File: src/rtl/wb_arbiter.sv
// wb_arbiter: register-file writeback arbiter merging pipeline results with FIFO-buffered load returns.
// Optional macro WB_LOAD_BYPASS_EN lets a load skip an empty FIFO straight into the output register.
module wb_arbiter #(
  parameter int XLEN  = 32,
  parameter int DEPTH = 4
) (
  input  logic            clk,
  input  logic            rst,
  input  logic            pipe_valid,
  input  logic [4:0]      pipe_rd,
  input  logic [XLEN-1:0] pipe_data,
  input  logic            ld_valid,
  output logic            ld_ready,
  input  logic [4:0]      ld_rd,
  input  logic [XLEN-1:0] ld_data,
  input  logic            issue_valid,
  input  logic [4:0]      issue_rd,
  input  logic [4:0]      rs1_index,
  input  logic [4:0]      rs2_index,
  output logic            rs1_busy,
  output logic            rs2_busy,
  output logic            wb_en,
  output logic [4:0]      rd_index,
  output logic [XLEN-1:0] wb_data,
  output logic            err_waw
);
  localparam int AW = $clog2(DEPTH);
  localparam int CW = AW + 1;
  localparam logic [CW-1:0] FULL = CW'(DEPTH);

  logic [XLEN-1:0] data_mem [DEPTH];
  logic [4:0]      rd_mem   [DEPTH];
  logic [AW-1:0]   wptr, rptr;
  logic [CW-1:0]   count;
  logic [31:0]     sb, sb_nxt;
  logic            pipe_wr, acc, byp, enq, deq, ld_wr;
  logic [4:0]      ld_wr_rd;
  logic [XLEN-1:0] ld_wr_data;

  assign ld_ready = count != FULL;
  assign pipe_wr  = pipe_valid && pipe_rd != 5'd0;
  assign acc      = ld_valid && ld_ready && ld_rd != 5'd0;
`ifdef WB_LOAD_BYPASS_EN
  assign byp = acc && count == '0 && !pipe_wr;
`else
  assign byp = 1'b0;
`endif
  assign enq        = acc && !byp;
  assign deq        = !pipe_wr && count != '0;
  assign ld_wr      = deq || byp;
  assign ld_wr_rd   = byp ? ld_rd : rd_mem[rptr];
  assign ld_wr_data = byp ? ld_data : data_mem[rptr];
  assign rs1_busy   = sb[rs1_index];
  assign rs2_busy   = sb[rs2_index];

  // A new issue to the same rd must survive the clear of the older load.
  always_comb begin
    sb_nxt = sb;
    if (ld_wr && !pipe_wr) sb_nxt[ld_wr_rd] = 1'b0;
    if (issue_valid) sb_nxt[issue_rd] = 1'b1;
    sb_nxt[0] = 1'b0;
  end

  always_ff @(posedge clk) begin
    if (enq) begin
      data_mem[wptr] <= ld_data;
      rd_mem[wptr]   <= ld_rd;
    end
  end

  always_ff @(posedge clk or negedge rst) begin
    if (!rst) begin
      wptr     <= '0;
      rptr     <= '0;
      count    <= '0;
      sb       <= '0;
      err_waw  <= 1'b0;
      wb_en    <= 1'b0;
      rd_index <= 5'd0;
      wb_data  <= '0;
    end else begin
      if (enq) wptr <= wptr + 1'b1;
      if (deq) rptr <= rptr + 1'b1;
      count <= count + CW'(enq) - CW'(deq);
      sb    <= sb_nxt;
      if ((pipe_valid && sb[pipe_rd]) || (issue_valid && sb[issue_rd])) err_waw <= 1'b1;
      if (pipe_wr) begin
        wb_en    <= 1'b1;
        rd_index <= pipe_rd;
        wb_data  <= pipe_data;
      end else if (ld_wr) begin
        wb_en    <= 1'b1;
        rd_index <= ld_wr_rd;
        wb_data  <= ld_wr_data;
      end else begin
        wb_en <= 1'b0;
      end
    end
  end
endmodule

File: config.mk
export PLATFORM = sky130hd
export DESIGN_NAME = wb_arbiter
export DESIGN_NICKNAME = d
export VERILOG_FILES = /design/src/rtl/wb_arbiter.sv
export SDC_FILE = /design/constraint.sdc
export NUM_CORES = 1
export LEC_CHECK = 0
export CAP_MARGIN = 20
export CORE_AREA = 2 2 151 153
export DETAILED_ROUTE_END_ITERATION = 8
export DIE_AREA = 0 0 153 155
export HOLD_SLACK_MARGIN = 0.12
export PLACE_DENSITY = 0.69
export SLEW_MARGIN = 10
export SYNTH_ARGS = -nofsm -noshare
export SYNTH_HDL_FRONTEND = slang
export SYNTH_SLANG_ARGS = --single-unit
File: constraint.sdc
create_clock -name clk -period 5.1 [get_ports clk]
set_input_delay 0.51 -clock clk [delete_from_list [all_inputs] [get_ports clk]]
set_output_delay 0.51 -clock clk [all_outputs]
set_load 0.05 [all_outputs]
==> impl_results.md, run 1 <==
- FFs w/ async S/R, synth: 34.2%
- Core Box Area: between 20000 and 25000 um2
- Clk_skew: roughly 11 ps
- Die span in x: 153 um
- GRT Util Overall: 20.5%
- Congestion Overflow GR: 0
- Critical path class: input port to primary output
- Initial antenna violation count: 0
- Final period utilization: approximately three quarters
- Share of post-route cells with drive strength above 1: roughly 16%
- Finished Layout Cells: about 1100
- Setup TNS Final: 0 ps
- Max_slew headroom: 28.6%
- RSZ-0062 raised after global routing: no
- Max Cap Violations: 0
- Post-CTS setup repair buffer count: 0
- Peak supply drop: around 0.00032 V
- Gpl congestion: about 0.9
- Worst-Margin Slew: approximately 1100 ps
- Final hold slack: just under 500 ps
- Starting density of the core: around 44%
- Post-DR vias/cell: a little under 6
- Dpl cells: 1033
- HP Class: input port to async pin
- Bufs on Longest Clock Path: 3
- Synth Net Count: ~750
- Final #Nets: between 800 and 900
- Drt initial violations: 594
- DP HPWL: 15.3 mm
- Synthesis Warnings: 0
- CTS Buf Count: 25
- CP delay by family, top: buffers and inverters
- Clock transition at the registers of the reported paths: 60 ps
- Final Util: a little under three fifths
- Final Cell Area: 12300 um2
- Post-synthesis cell count: about 650
- Post-synth EDFFs: around 150
- Max layer used: met4
- Synth cell types: 40
- Crit path largest cell delay: 810 ps
- WL final: between 20 and 25 mm
- Avg Inst Size Synth: roughly 15 um2
- Root buffer cell: clkbuf_16
- Leak: roughly 4.4 nW
- DR WL/cell: between 20 and 25 um
- Worst EP required: 4590 ps
- Pwr dens: roughly 600 nW/um2
- Largest net degree at the start of global routing: 78
- Status: complete, no violations
- Final Slew Violations: 0
- Die Y-Extent: between 150 and 200 um
- Synth Flop Type: edfxtp_1
- Placed cell areas: between 10000 and 15000 um2
- Worst skew pair latency: between 500 and 600 ps
- Buf/Inv on CP: 2
- I/O Pins: around 140
- Number of diodes: 0
- Fmax: between 0.2 and 0.3 GHz
- Clk sinks: between 200 and 250
- Worst setup EP type: primary output
- WL met3: approximately 1.6 mm
- Synthesized area: ~9800 um2
- Final min period: around 3900 ps
- 1st-pass router iterations: 5
- CTS HTree Levels: 1
- Port-buffer cells: ~140
- Fill cells: 1726
- DRC Markers: 0
- Synthesized flop and latch total: ~230
- Metal2 WL: around 12 mm
- Crit start category: input port
- Seq/Total Area, Yosys: between 60% and 70%
- Final Hold Viols: 0
- DR vias: approximately 6300
- Area added between synthesis and finish: 25.9%
- Worst Path Max Fanout: 9
- Met1 WL: 10.1 mm
- Die ar.: between 20000 and 25000 um2
- Slowest CP cell: clkdlybuf4s50_1
- First-pass GRT wire length: about 38 mm
- Final setup violation count: 0
- CP cell instances: clkdlybuf4s50_1 -> mux4_2 -> mux4_2 -> mux2_2 -> clkdlybuf4s50_1
- Core Rows: 55
- Detail Route Antenna Nets: 0
- CTS tree: yes
- Number of global-route vias before repair: about 6800
- Critical Path AT: 3380 ps
-- through the flow --
step                      power (mW)  setup WS [ps]
after floorplan                 4.55           2340
after detailed placement        5.47           1210
after global routing            7.75           1130
after CTS                       7.45           1200
final                           7.41           1210
after global placement          5.39           1290
-- final cells by class --
| class | instances | area, um2 | area share [%] |
|---|---|---|---|
| Sequential cell | 225 | 6370 | 51.7 |
| Inverter | 10 | 37.5 | 0.305 |
| Tap cell | 285 | 357 | 2.89 |
| Multi-Input combinational cell | 374 | 3230 | 26.2 |
| Clock buffer | 31 | 668 | 5.42 |
| Timing Repair Buffer | 141 | 1420 | 11.5 |
| Clock inverter | 15 | 239 | 1.94 |
-- kinds of logic after synthesis --
logic type      count (synthesis)  synth area share [%]
simple gates                  160                  7.12
mux                            87                  17.4
flops                         225                  65.1
fa+ha+maj                       7                 0.972
buf+inv                        46                  2.03
compound gates                115                  6.92
xor+xnor                        5                 0.447
-- report_power, final --
| part | switching [mW] | internal (mW) |
|---|---|---|
| sequential | 0.478 | 2.48 |
| clock | 0.714 | 1.24 |
| combinational | 1.42 | 1.08 |
-- worst register-to-register path, stage by stage (launching register included) --
cell     delay (ps)
dfrtp_1         450
nor2_1           80
nand2_1         160
nand2_1         150
a21oi_1         450
inv_1           120
ha_1            300
inv_1            50
ha_1            130
inv_1            50
fa_1            370
xnor2_1         190
xnor2_1         140
-- synthesized netlist by cell type, types with 6 or more instances --
| library cell | number | area [um2] |
|---|---|---|
| mux2_2 | 6 | 67.6 |
| a31oi_1 | 33 | 206 |
| nand3b_1 | 6 | 45.0 |
| edfxtp_1 | 148 | 4440 |
| o21ai_0 | 65 | 325 |
| inv_1 | 10 | 37.5 |
| mux4_2 | 66 | 1490 |
| nand2_1 | 85 | 319 |
| ha_1 | 6 | 75.1 |
| mux2i_1 | 15 | 150 |
| nor2_1 | 39 | 146 |
| clkbuf_1 | 22 | 82.6 |
| buf_2 | 12 | 60.1 |
| dfrtp_1 | 77 | 1930 |
-- final timing paths --
| path | from | to | slack, ps | cells after the start |
|---|---|---|---|---|
| worst min-delay path | rst | sb[10] | 480 | 2 |
| min in group clk | wb_data[13] | wb_data[13] | 540 | 2 |
| worst max register to register | count[1] | count[2] | 2390 | 12 |
| max in group asynchronous | rst | rptr[1] | 3990 | 3 |
| worst min register to register | wb_data[13] | wb_data[13] | 540 | 2 |
| worst max-delay path | rs2_index[0] | rs2_busy | 1210 | 5 |
-- timing repair --
| item | in CTS | in global routing |
|---|---|---|
| hold buffers | 0 | 1 |
| hold endpoints to repair | 0 | 28 |
| endpoints found under the setup margin | 0 | 0 |
| resized for setup | 0 | 0 |
-- flip-flops by register name, summed over array words and instances, names as in the netlist --
register	flops
err_waw	1
wptr	2
sb	31
wb_data	32
rd_index	5
rptr	2
wb_en	1
rd_mem	20
data_mem	128
count	3
-- cell usage in the layout (no fill, tap or decap), types with 5 or more instances in the layout --
cell type	count
nand2_1	85
ha_1	6
nor2_1	39
dfrtp_1	75
mux2_2	6
nand3b_1	6
o21ai_0	65
mux2i_1	15
mux4_2	66
edfxtp_1	148
clkdlybuf4s50_1	134
bufinv_16	6
a31oi_1	33
buf_4	5
clkbuf_16	25
inv_1	10
-- layer usage --
layer / vias to the layer above / global-route usage [%]
li1: 2765 / -
met1: 3252 / 26.8
met2: 250 / 34.3
met3: 45 / 4.26
met4: 0 / 7.54
met5: - / 0
Note: power is estimated with default switching activity, not from simulation.
==> run 2: changes to the inputs <==
- clock period: 5.1 -> 3.6 ns (I/O delays scaled with it)
==> impl_results.md, run 2 (synthesis results as in run 1) <==
- Status: complete, no violations (unchanged)
- Max layer used: met4 (unchanged)
- Core Rows: 55 (unchanged)
- Bufs on Longest Clock Path: 3 (unchanged)
- Final setup violation count: 0 (unchanged)
- CTS Buf Count: 24 (was 25)
- Worst Path Max Fanout: 9 (unchanged)
- Commonest non-fill, non-tap cell in the layout: edfxtp_1 (unchanged)
- Area added between synthesis and finish: 26.1% (was 25.9%)
- Met1 WL: 9.91 mm (was 10.1 mm)
- DP Worst Slack: 539 ps (was 1210 ps)
- Max_slew headroom: 37.4% (was 28.6%)
- Pwr dens: 834 nW/um2 (was 601 nW/um2)
- Max Cap Violations: 0 (unchanged)
- Clk sinks: 225 (unchanged)
- GRT Util Overall: 20.9% (was 20.5%)
- Final Hold Viols: 0 (unchanged)
- DP HPWL: 16.3 mm (was 15.3 mm)
- CP cell instances: clkdlybuf4s50_1 -> mux4_2 -> mux4_2 -> mux2_2 -> buf_4 (was clkdlybuf4s50_1 -> mux4_2 -> mux4_2 -> mux2_2 -> clkdlybuf4s50_1)
- Setup TNS Final: 0 ps (unchanged)
- Final min period: slightly above 3000 ps
- Buf/Inv on CP: 2 (unchanged)
- Final hold slack: 321 ps (was 485 ps)
- Drt initial violations: 446 (was 594)
- Metal2 WL: 11.9 mm (about the same)
- Most used cell, CP: mux4_2
- Worst skew pair latency: 520 ps (was 510 ps)
- Slowest CP cell: clkdlybuf4s50_1 (unchanged)
- Worst Setup Slack, final: 554 ps (was 1210 ps)
- Detail Route Antenna Nets: 0 (unchanged)
- Congestion Overflow GR: 0 (unchanged)
- Starting density of the core: 44.0% (unchanged)
- WL final: 24.5 mm (was 24.3 mm)
- Final Cell Area: 12300 um2 (about the same)
- Fmax: about 0.33 GHz
- Final Slew Violations: 0 (unchanged)
- Critical path class: input port to primary output (unchanged)
- Die span in x: 153 um (unchanged)
- Top flop regs: data_mem: 128 flops, wb_data: 32 flops, sb: 31 flops (unchanged)
- Worst EP required: 3240 ps (was 4590 ps)
- Worst setup EP type: primary output (unchanged)
- Most frequent cells in the layout: edfxtp_1 (148), clkdlybuf4s50_1 (132), nand2_1 (85), dfrtp_1 (75), mux4_2 (66) (was edfxtp_1 (148), clkdlybuf4s50_1 (134), nand2_1 (85), dfrtp_1 (75), mux4_2 (66))
- Final period utilization: a little over four fifths
- Initial antenna violation count: 0 (unchanged)
- 1st-pass router iterations: 5 (unchanged)
- Largest net degree at the start of global routing: 78 (unchanged)
- DR WL/cell: 22.5 um (about the same)
- Worst-Margin Slew: 938 ps (was 1070 ps)
- Clk_skew: 11.7 ps (was 11.1 ps)
- Final #Nets: 886 (was 878)
- Post-CTS setup repair buffer count: 0 (unchanged)
- CP delay by family, top: multiplexers (was buffers and inverters)
- CTS tree: yes (unchanged)
- Critical Path AT: 2690 ps (was 3380 ps)
- R2R setup slack: 760 ps (was 2390 ps)
- CTS resizes: 0 (unchanged)
- DR vias: 6329 (was 6312)
- Crit start category: input port (unchanged)
- Biggest register: data_mem (unchanged)
- Die ar.: 23700 um2 (unchanged)
- Port-buffer cells: 135 (unchanged)
- Placed cell areas: 11500 um2 (was 11400 um2)
- Post-CTS Hold Buffers: 1 (was 0)
- Fill cells: 1740 (was 1726)
- Post-DR vias/cell: 5.81 (was 5.84)
- Max reg flops: 128 (unchanged)
- Clock transition at the registers of the reported paths: 60 ps (about the same)
- CTS HTree Levels: 1 (unchanged)
- DRC Markers: 0 (unchanged)
- Share of post-route cells with drive strength above 1: 17.3% (was 16.5%)
- Gpl congestion: 0.964 (was 0.909)
- Peak supply drop: 0.000515 V (was 0.000324 V)
- I/O Pins: 136 (unchanged)
- RSZ-0062 raised after global routing: no (unchanged)
- Core Box Area: 22200 um2 (unchanged)
- Crit path largest cell delay: 800 ps (was 810 ps)
- HP Class: input port to async pin (unchanged)
- Die Y-Extent: 155 um (unchanged)
- Number of global-route vias before repair: 6792 (was 6776)
- Final Util: 55.5% (was 55.4%)
- Root buffer cell: clkbuf_16 (unchanged)
- First-pass GRT wire length: 38.4 mm (was 37.7 mm)
- Leak: 4.42 nW (was 4.39 nW)
- WL met3: 1.83 mm (was 1.63 mm)
[run 2: path summary, 6_finish.rpt]
| kind | cells after the start | end | start |
|---|---|---|---|
| min in group clk | 3 | wb_data[23] | pipe_data[23] |
| worst min-delay path | 2 | err_waw | rst |
| worst min register to register | 2 | wb_data[19] | wb_data[19] |
| worst max register to register | 12 | count[2] | count[1] |
| max in group asynchronous | 3 | rptr[0] | rst |
| worst max-delay path | 5 | rs2_busy | rs2_index[0] |
[run 2: per-layer routing]
metal,up-vias,GRT usage [%]
li1,2780,-
met1,3196,27.8
met2,289,34.5
met3,64,4.01
met4,0,7.94
met5,-,0
[run 2: cell type report]
type | instances | area [um2] | share of cell area [%]
sequential | 225 | 6370 | 51.6
multi-input combinational | 374 | 3230 | 26.2
timing repair buffer | 150 | 1500 | 12.2
clock buffer | 29 | 639 | 5.18
tap | 285 | 357 | 2.89
clock inverter | 15 | 199 | 1.61
inverter | 10 | 37.5 | 0.304
antenna | 1 | 2.50 | 0.0203
[run 2: per-stage QoR]
| step | instances | power, mW |
|---|---|---|
| floorplan | 645 | 6.44 |
| global placement | 1042 | 7.69 |
| detailed placement | 1042 | 7.80 |
| CTS | 1087 | 10.4 |
| global route | 1088 | 10.8 |
| finish | 1089 | 10.3 |
[run 2: report_power, final]
| group | switching (mW) | leakage, nW | total (mW) | internal [mW] |
|---|---|---|---|---|
| clock | 0.983 | 0.412 | 2.54 | 1.56 |
| sequential | 0.625 | 2.25 | 4.14 | 3.51 |
| combinational | 2.07 | 1.76 | 3.62 | 1.55 |
| total | 3.67 | 4.42 | 10.3 | 6.62 |
